$ cat src/rtl/prog_clk_div.sv
// Programmable integer clock divider: registered clk/N output plus a one-cycle tick per period.
// The ratio is loaded by valid/ready and only takes effect on a period boundary.
module prog_clk_div #(
    parameter int unsigned CNT_W       = 8,
    parameter int unsigned DEFAULT_DIV = 2
) (
    input  logic             clk,
    input  logic             rst_n,
    input  logic             en,
    input  logic             cfg_valid,
    input  logic [CNT_W-1:0] cfg_div,
    output logic             cfg_ready,
    output logic             div_clk_o,
    output logic             tick_o,
    output logic [CNT_W-1:0] cur_div,
    output logic             active_o
);

    localparam logic [1:0] IDLE  = 2'd0;
    localparam logic [1:0] RUN   = 2'd1;
    localparam logic [1:0] DRAIN = 2'd2;

    localparam logic [CNT_W-1:0] ONE     = CNT_W'(1);
    localparam logic [CNT_W-1:0] TWO     = CNT_W'(2);
    localparam logic [CNT_W-1:0] DEF_DIV = CNT_W'(DEFAULT_DIV);
    localparam logic [CNT_W:0]   ONE_X   = (CNT_W+1)'(1);

    logic [1:0]       r_state;
    logic [CNT_W-1:0] r_cnt;
    logic [CNT_W-1:0] r_cur_div;
    logic [CNT_W-1:0] r_pend_div;
    logic             r_pend_vld;
    logic             r_div_clk;
    logic             r_tick;

    logic [1:0]       w_state_d;
    logic [CNT_W-1:0] w_cnt_d;
    logic [CNT_W-1:0] w_cur_div_d;
    logic [CNT_W-1:0] w_pend_div_d;
    logic             w_pend_vld_d;
    logic             w_div_clk_d;
    logic             w_tick_d;

    logic             w_xfer;
    logic             w_wrap;
    logic [CNT_W-1:0] w_cfg_clamped;
    logic [CNT_W-1:0] w_cnt_inc;
    logic [CNT_W:0]   w_half;

    assign cfg_ready     = (r_state == IDLE) || !r_pend_vld;
    assign w_xfer        = cfg_valid && cfg_ready;
    assign w_cfg_clamped = (cfg_div < TWO) ? TWO : cfg_div;
    assign w_wrap        = (r_cnt == (r_cur_div - ONE));
    assign w_cnt_inc     = r_cnt + ONE;
    // One extra bit so the maximum ratio does not overflow when rounding up.
    assign w_half        = ({1'b0, r_cur_div} + ONE_X) >> 1;

    always_comb begin
        w_state_d    = r_state;
        w_cnt_d      = r_cnt;
        w_cur_div_d  = r_cur_div;
        w_pend_div_d = r_pend_div;
        w_pend_vld_d = r_pend_vld;
        w_div_clk_d  = 1'b0;
        w_tick_d     = 1'b0;
        case (r_state)
            IDLE: begin
                w_cnt_d = '0;
                if (w_xfer) w_cur_div_d = w_cfg_clamped;
                if (en) begin
                    w_state_d   = RUN;
                    w_div_clk_d = 1'b1;
                    w_tick_d    = 1'b1;
                end
            end
            RUN, DRAIN: begin
                if (w_wrap) begin
                    // Period boundary: a pending ratio wins, else a same-edge transfer applies.
                    w_cnt_d = '0;
                    if (r_pend_vld) begin
                        w_cur_div_d  = r_pend_div;
                        w_pend_vld_d = 1'b0;
                    end else if (w_xfer) begin
                        w_cur_div_d = w_cfg_clamped;
                    end
                    if (en) begin
                        w_state_d   = RUN;
                        w_div_clk_d = 1'b1;
                        w_tick_d    = 1'b1;
                    end else begin
                        w_state_d = IDLE;
                    end
                end else begin
                    w_cnt_d = w_cnt_inc;
                    if (w_xfer) begin
                        w_pend_div_d = w_cfg_clamped;
                        w_pend_vld_d = 1'b1;
                    end
                    w_state_d   = en ? RUN : DRAIN;
                    w_div_clk_d = ({1'b0, w_cnt_inc} < w_half);
                end
            end
            default: begin
                w_state_d = IDLE;
                w_cnt_d   = '0;
            end
        endcase
    end

    always_ff @(posedge clk) begin
        if (!rst_n) begin
            r_state    <= IDLE;
            r_cnt      <= '0;
            r_cur_div  <= DEF_DIV;
            r_pend_div <= '0;
            r_pend_vld <= 1'b0;
            r_div_clk  <= 1'b0;
            r_tick     <= 1'b0;
        end else begin
            r_state    <= w_state_d;
            r_cnt      <= w_cnt_d;
            r_cur_div  <= w_cur_div_d;
            r_pend_div <= w_pend_div_d;
            r_pend_vld <= w_pend_vld_d;
            r_div_clk  <= w_div_clk_d;
            r_tick     <= w_tick_d;
        end
    end

    assign div_clk_o = r_div_clk;
    assign tick_o    = r_tick;
    assign cur_div   = r_cur_div;
    assign active_o  = (r_state != IDLE);

endmodule

$ cat config.mk
export PLATFORM = sky130hd
export DESIGN_NAME = prog_clk_div
export DESIGN_NICKNAME = d
export VERILOG_FILES = /design/src/rtl/prog_clk_div.sv
export SDC_FILE = /design/constraint.sdc
export NUM_CORES = 1
export LEC_CHECK = 0
export CAP_MARGIN = 40
export CORE_MARGIN = 2
export CORE_UTILIZATION = 35
export CTS_CLUSTER_DIAMETER = 40
export DETAILED_ROUTE_END_ITERATION = 6
export PLACE_DENSITY = 0.58
export RECOVER_POWER = 100
export SLEW_MARGIN = 20
export SYNTH_ARGS = -nofsm -noshare
export SYNTH_HDL_FRONTEND = slang
export SYNTH_SLANG_ARGS = --single-unit
$ cat constraint.sdc
create_clock -name clk -period 4.7 [get_ports clk]
set_clock_uncertainty 0.15 [all_clocks]
set_input_delay 1.41 -clock clk [delete_from_list [all_inputs] [get_ports clk]]
set_output_delay 1.41 -clock clk [all_outputs]
set_load 0.1 [all_outputs]
Word level (Yosys, flattened, before mapping):

Cells that the tools add are included.

* $add $sub $neg: 3
* magnitude comparators: 2
* equality and inequality tests: 5
* multiplexer cells: 17
* bitwise logic cells: 3
* reductions and logical operators: 12

Operator list (number)
* $mux 8: 4
* $pmux 8 s2: 1
* $add 8x1->9 const B: 1
* $add 8x1->8 const B: 1
* $eq 8x8->1: 1
* $lt 8x2->1 const B: 1
* $lt 8x8->1: 1
* $sub 8x1->8 const B: 1
* $mux 1: 6
* $mux 2: 3
* $reduce_bool 2->1: 3
* $ne 2x2->1 const B: 2
* $pmux 1 s2: 2
* $pmux 2 s2: 1
* $reduce_and 2->1: 2
* $not 1->1: 3
* $reduce_and 3->1: 1
* $reduce_or 3->1: 1
* $eq 2x1->1 const B: 1
* $eq 2x2->1 const B: 1
* $logic_not 2->1: 1
* $reduce_or 2->1: 1
* $logic_and 1x1->1: 1
* $logic_not 1->1: 1
* $logic_or 1x1->1: 1

* register bits after elaboration: 29
* output and inout bits: 12
* word-level logic and storage cells: 49

Logic depth before layout (Yosys ltp):

Gate-level depths: netlist of the first run.

* word-level depth: 7
* mapped depth: 10
* mapped depth without buffers: 9

Least setup slack after synthesis of the first run:

No wires, ideal clock.

* path type: register to register
* start: register r_cur_div[1] (netlist: cur_div[1])
* end: register r_pend_div[0]
* setup time: 0.072 ns
* arrival time: 3.045 ns
* required time: 4.478 ns
* path slack: 1.434 ns
* stages on the path, launching flop included: 10
* period minus slack after synthesis: 3.266 ns
* cell sequence: dfxtp_1 -> buf_2 -> inv_1 -> ha_1 -> xor2_1 -> and3_1 -> nor3_1 -> a211oi_2 -> nor3_4 -> mux2i_1

* cells in the longest elaborated chain, start to end: 4

Ends and longest elaborated chain
* from (decl): RTL line 30 `logic [CNT_W-1:0] r_cur_div;`
* from (signal assigned): RTL line 122 `r_cur_div <= w_cur_div_d;`
* $sub 8x1->8: RTL line 53 `assign w_wrap = (r_cnt == (r_cur_div - ONE));`
* $eq 8x8->1: RTL line 53
* $not 1->1 (no line)
* $reduce_and 3->1 (no line)
* to (signal assigned): RTL line 123 `r_pend_div <= w_pend_div_d;`
* to (decl): RTL line 31 `logic [CNT_W-1:0] r_pend_div;`

No other way between the ends.
A chain may end at the register's enable or synchronous reset.

Final worst setup path of the first run:

* start: register r_state[0]
* end: output port cfg_ready

* cells in the longest elaborated chain, start to end: 2

Ends and longest elaborated chain
* from (decl): RTL line 28 `logic [1:0] r_state;`
* from (signal assigned): RTL line 120 `r_state <= w_state_d;`
* $logic_not 2->1: RTL line 50 `assign cfg_ready = (r_state == IDLE) || !r_pend_vld;`
* $logic_or 1x1->1: RTL line 50
* to (decl): RTL line 12 `output logic cfg_ready,`

No other way between the ends.

==> summary.txt, run 1 <==
Status: complete, but fails checks
Failing checks: max-capacitance violations, max-slew violations
Synth Cell Area: 0.00201 mm²
Post-DR vias/cell: 5.13
Async SR Flop Fraction: 0%
YS warnings: 0
Worst slew margin: -17.4%
Post-Syn Instances: 239
Number of synthesized flops with an enable pin: 0
Hold_buf cts: 0
# diodes: 0
Setup bufs post-CTS: 0
Die width: 79.8 µm
Layout area overhead: 20.8%
Core area: 0.00554 mm²
Clock buffer depth: 2
Count of state elements after synthesis: 29
Initial antenna violation count: 0
CP Data Required Time: 3.14 ns
CP Capture Type: primary output
Power per standard cell area: 298 mW/mm²
Fmax: 252 MHz
Skew-Pair Late Insertion Delay: 0.28 ns
Vias in the first global route: 1601
Hold Fails Final Rpt: 0
Largest net degree at the start of global routing: 31
Count leader, synth: nand2_1
Crit path max fanout: 5
DIE AREA: 0.00637 mm²
GP Congestion: 0.797
Reg clk slew, reported paths: 0.06 ns
Post-Layout Cell Count: 341
RSZ-0062 raised after global routing: false
Post-cts resize count: 0
Port-buffer cells: 23
Critical path class: register to primary output
First-pass GRT wire length: 7.65 mm
Actual slew at the worst max-slew pin: 1.76 ns
Peak supply drop: 148 µV
Number of placement rows: 27
Grt ovf: 0
Setup-failing EPs final: 0
Hold WC Path Type: register to register
CTS tree: built
Worst Path Arrival: 2.41 ns
Mapped Avg Cell Area: 8.42 µm²
Yosys top cell by area: dfxtp_1
Total Power: 0.000724 W
GRT Total Usage: 15.3%
Total CTS buffers: 5
Nature of the critical path startpoint: register
Period utilisation layout: 84.4%
Synth top area cells: dfxtp_1 (29%), ha_1 (7.5%), nand2_1 (7.3%), xor2_1 (5.7%), nand3_1 (5.0%)
Initial core utilization: 36.3%
Drt pass-1 iters: 4
Post-Route WL: 4.53 mm
Detailed-route wire length per cell: 13.3 µm
Crit path time final: 3.97 ns
Number of max-cap violations: 2
Cell leakage power: 0.967 nW
Top cells by count, synth: nand2_1 (39), dfxtp_1 (29), nand3_1 (20)
Layout Nets: 292
Synth top area share: 28.8%
Netlist cell types: 47
Post-DP HPWL: 3.46 mm
Vias: 1751
Clk root buf: clkbuf_8
H-tree depth: 2
Die Span Y: 79.8 µm
CTS sink cnt: 29
Setup tns final: 0 ns
# IOs: 24
Top_reg_cell synth: dfxtp_1
Drt first-iter violations: 53
Syn Nets: 263
Post-route antenna net violation count: 0
Core Util, Final: 43.9%
Cell count after placement: 333
Max Transition Viols Final: 19
Seq/Total Area, Yosys: 28.8%
Residual DRC count: 0
Share of cells above drive strength 1: 8.18%
## worst max-delay path: stages, from the launching register on
cell,delay (ns)
dfxtp_1,0.32
inv_1,0.08
ha_1,0.23
nand2b_1,0.16
clkdlybuf4s50_1,0.48
clkbuf_1,0.85
## sequential cells by signal, indices dropped and copies added, names as in the netlist
signal      flops
div_clk_o       1
r_cnt           8
tick_o          1
r_state         2
r_pend_vld      1
r_pend_div      8
cur_div         8
## placed cells by master (no fill, tap or decap), drive strengths merged, types with 5 or more instances in the layout
cell and instances:
xor2 13, dlygate4sd3 9, and3 6, xnor2 7, clkbuf 10, o221ai 6, a21oi 8, ha 12
nor2 10, inv 8, o21ai 5, nor2b 7, nand2 39, dfxtp 29, clkdlybuf4s50 13, nand3 20
buf 9, mux2i 9, a21boi 7
## per-stage QoR
step	hold WS, ns	setup slack, ns	cell area (µm²)
CTS	0.310	1.33	2510
global route	0.327	0.641	2430
finish	0.309	0.735	2430
floorplan	0.280	1.43	2010
global placement	0.294	1.27	2260
detailed placement	0.297	1.46	2420
## worst paths after layout
kind                      start             to  slack (ns)  cells after the start
setup / recovery     r_state[0]      cfg_ready        0.73                      5
hold / removal    r_pend_div[1]  r_pend_div[1]        0.31                      2
setup reg to reg     cur_div[0]     cur_div[5]        1.04                      8
hold reg to reg   r_pend_div[1]  r_pend_div[1]        0.31                      2
## metal layers
| metal | vias to the layer above | global-route usage, % | wire, µm |
|---|---|---|---|
| met1 | 816 | 18.4 | 2100 |
| met2 | 24 | 27.2 | 2250 |
| met5 | - | 0 | 0 |
| met4 | 0 | 5.08 | 61 |
| met3 | 6 | 3.05 | 120 |
| li1 | 905 | - | - |
## power breakdown
part           leakage, nW  internal (W)  switching [W]  total (W)
clock               0.0450      0.000102      0.0000972   0.000200
combinational        0.685     0.0000885       0.000152   0.000241
sequential           0.236      0.000260      0.0000235   0.000284
total                0.967      0.000451       0.000273   0.000724
## final cells by class
class / instances / area [µm²]
Fill cell: 588 / 3110
Multi-Input combinational cell: 189 / 1280
Inverter: 8 / 30.0
Clock buffer: 6 / 72.6
Tap cell: 72 / 90.1
Sequential cell: 29 / 581
Timing Repair Buffer: 35 / 363
Clock inverter: 2 / 10.0
## kinds of logic after synthesis
| logic type | Yosys count | share of synthesized area (%) |
|---|---|---|
| AND/OR/NAND/NOR | 105 | 27.1 |
| AO/OA/AOI/OAI | 43 | 18.0 |
| flip-flops | 29 | 28.8 |
| buffers and inverters | 21 | 5.47 |
| XOR/XNOR | 20 | 8.70 |
| adder cells (fa/ha/maj) | 12 | 7.46 |
| multiplexers | 9 | 4.48 |
No activity file was read; power rests on OpenSTA's default activity.
==> inputs of run 2 (changes only) <==
--- a/config.mk
+++ b/config.mk
@@ -10,7 +10,7 @@
 export CORE_UTILIZATION = 35
 export CTS_CLUSTER_DIAMETER = 40
 export DETAILED_ROUTE_END_ITERATION = 6
-export PLACE_DENSITY = 0.58
+export PLACE_DENSITY = 0.6
 export RECOVER_POWER = 100
 export SLEW_MARGIN = 20
 export SYNTH_ARGS = -nofsm -noshare
==> constraint.sdc (replaced) <==
create_clock -name clk -period 3.52 [get_ports clk]
set_clock_uncertainty 0.15 [all_clocks]
set_input_delay 1.056 -clock clk [delete_from_list [all_inputs] [get_ports clk]]
set_output_delay 1.056 -clock clk [all_outputs]
set_load 0.1 [all_outputs]
==> summary.txt, run 2 (synthesized netlist as in run 1, its figures left out) <==
Status: finished, final reports clean
Post-route antenna net violation count: 0 (unchanged)
Post-DP HPWL: 3.45 mm (-0.43%)
Core area: 0.00554 mm² (unchanged)
GP Congestion: 0.836 (+4.8%)
Fill cells: 602 (+2.4%)
Period utilisation layout: 89.2%
Post-DR vias/cell: 5.19 (+1.1%)
Fmax: 319 MHz
CTS sink cnt: 29 (unchanged)
Clock buffer depth: 2 (unchanged)
CP Capture Type: primary output
First-pass GRT wire length: 7.91 mm (+3.5%)
Worst-path cell chain: inv_1, ha_1, nand2b_1, buf_1
Post-Route M1 WL: 2.21 mm (+5.0%)
Peak supply drop: 236 µV (+60%)
Met2 WL: 2.26 mm (+0.49%)
Met3 Wirelength: 120 µm (unchanged)
Worst Path Arrival: 1.93 ns (-0.48 ns)
Share of cells above drive strength 1: 6.23% (-2.0 points)
Post-cts resize count: 0 (unchanged)
Hold Fails Final Rpt: 0 (unchanged)
Setup slack, reg-to-reg: 0.44 ns (-0.60 ns)
Detailed-route wire length per cell: 14.1 µm (+6.4%)
Crit path max fanout: 5 (unchanged)
Highest cell delay on the worst timing path: 0.87 ns (+0.02 ns)
Reg-to-reg critical path startpoint: cur_div[2]
Total CTS buffers: 5 (unchanged)
Layout area overhead: 12.2%
CTS tree: built
Final std cell area, no fill: 0.00226 mm² (-7.1%)
Critical path origin: r_state[0]
# diodes: 0 (unchanged)
Number of max-cap violations: 0 (-2)
Hold_buf cts: 0 (unchanged)
Nature of the critical path startpoint: register
Skew-Pair Late Insertion Delay: 0.28 ns (about the same)
Clk root buf: clkbuf_8
RSZ-0062 raised after global routing: false
Residual DRC count: 0 (unchanged)
# IOs: 24 (unchanged)
Vias: 1708 (-2.5%)
Crit path time final: 3.14 ns
Post-Route WL: 4.65 mm (+2.6%)
Max Transition Viols Final: 0 (-19)
H-tree depth: 2 (unchanged)
CP Data Required Time: 2.31 ns (-0.83 ns)
Port-buffer cells: 23 (unchanged)
DIE AREA: 0.00637 mm² (unchanged)
Core Util, Final: 40.8% (-3.1 points)
Largest net degree at the start of global routing: 31 (unchanged)
Setup tns final: 0 ns (unchanged)
Number of placement rows: 27 (unchanged)
Layout Nets: 281 (-3.8%)
Cell leakage power: 0.869 nW (-10%)
Drt first-iter violations: 87 (+64%)
Actual slew at the worst max-slew pin: 1.20 ns (-0.555 ns)
Setup bufs post-CTS: 0 (unchanged)
Initial core utilization: 36.3% (unchanged)
Most frequent cells in the layout: nand2_1 (39), dfxtp_1 (29), nand3_1 (20), xor2_1 (13), ha_1 (12)
Min-delay src: r_pend_div[4]
Reg clk slew, reported paths: 0.07 ns (about the same)
Grt ovf: 0 (unchanged)
Top Layer Used: met4
Crit path max-delay cell type: buf_1
Setup-failing EPs final: 0 (unchanged)
Critical path class: register to primary output
Vias in the first global route: 1700 (+6.2%)
Hold WC Path Type: register to register
Most common cell after layout, fill and taps aside: nand2_1
Worst slew margin: 20.3% (+38 points)
Initial antenna violation count: 0 (unchanged)
GRT Total Usage: 15.8% (+0.45 points)
Power per standard cell area: 443 mW/mm² (+49%)
Die Span Y: 79.8 µm (unchanged)
Die width: 79.8 µm (unchanged)
Drt pass-1 iters: 4 (unchanged)
Post-DP Area: 0.00223 mm² (-8.0%)
[run 2: cell count changes in the layout (fill, tap and decap cells not counted), moves of 3 or more]
cell	previous run	this run
dlygate4sd3_1	9	1
clkbuf_1	5	11
buf_8	8	0
clkdlybuf4s50_1	13	10
[run 2: cell type report]
class	count	area, µm²	share of cell area (%)
clock buffers	5	68.8	3.05
clock inverters	2	35.0	1.55
inverters	8	30.0	1.33
multi-input cells	189	1290	57.3
flip-flops and latches	29	581	25.7
well taps	72	90.1	3.99
repair buffers	24	160	7.09
[run 2: layer usage]
layer,global-route usage [%],up-vias
li1,-,880
met4,5.08,0
met5,0,-
met2,28.2,23
met1,18.8,798
met3,3.05,7
[run 2: path summary, 6_finish.rpt]
kind	to	cells past startpoint
setup reg to reg	cur_div[6]	6
hold / removal	r_pend_div[4]	2
hold reg to reg	r_pend_div[4]	2
setup / recovery	cfg_ready	4
[run 2: per-stage QoR]
step | setup WS [ns] | hold slack, ns | instances | total power (W)
floorplan | 0.254 | 0.280 | 239 | 0.000626
global placement | 0.695 | 0.294 | 322 | 0.000691
detailed placement | 0.636 | 0.302 | 322 | 0.000693
CTS | 0.599 | 0.311 | 329 | 0.00103
global route | 0.184 | 0.320 | 329 | 0.00105
finish | 0.381 | 0.312 | 329 | 0.00100
[run 2: report_power, final]
group          total [W]  switching [W]  leakage [nW]  internal (W)
Combinational   0.000286       0.000201         0.579     0.0000843
Sequential      0.000381      0.0000336         0.236      0.000348
Clock           0.000334       0.000129        0.0540      0.000205
Total            0.00100       0.000364         0.869      0.000637
[run 2: worst max-delay path, delay by kind of cell (launching register included)]
family / cells / cell delay, ns
adders and majority gates: 1 / 0.24
DFF: 1 / 0.32
buffers and inverters: 2 / 0.94
and+or+nand+nor: 1 / 0.16
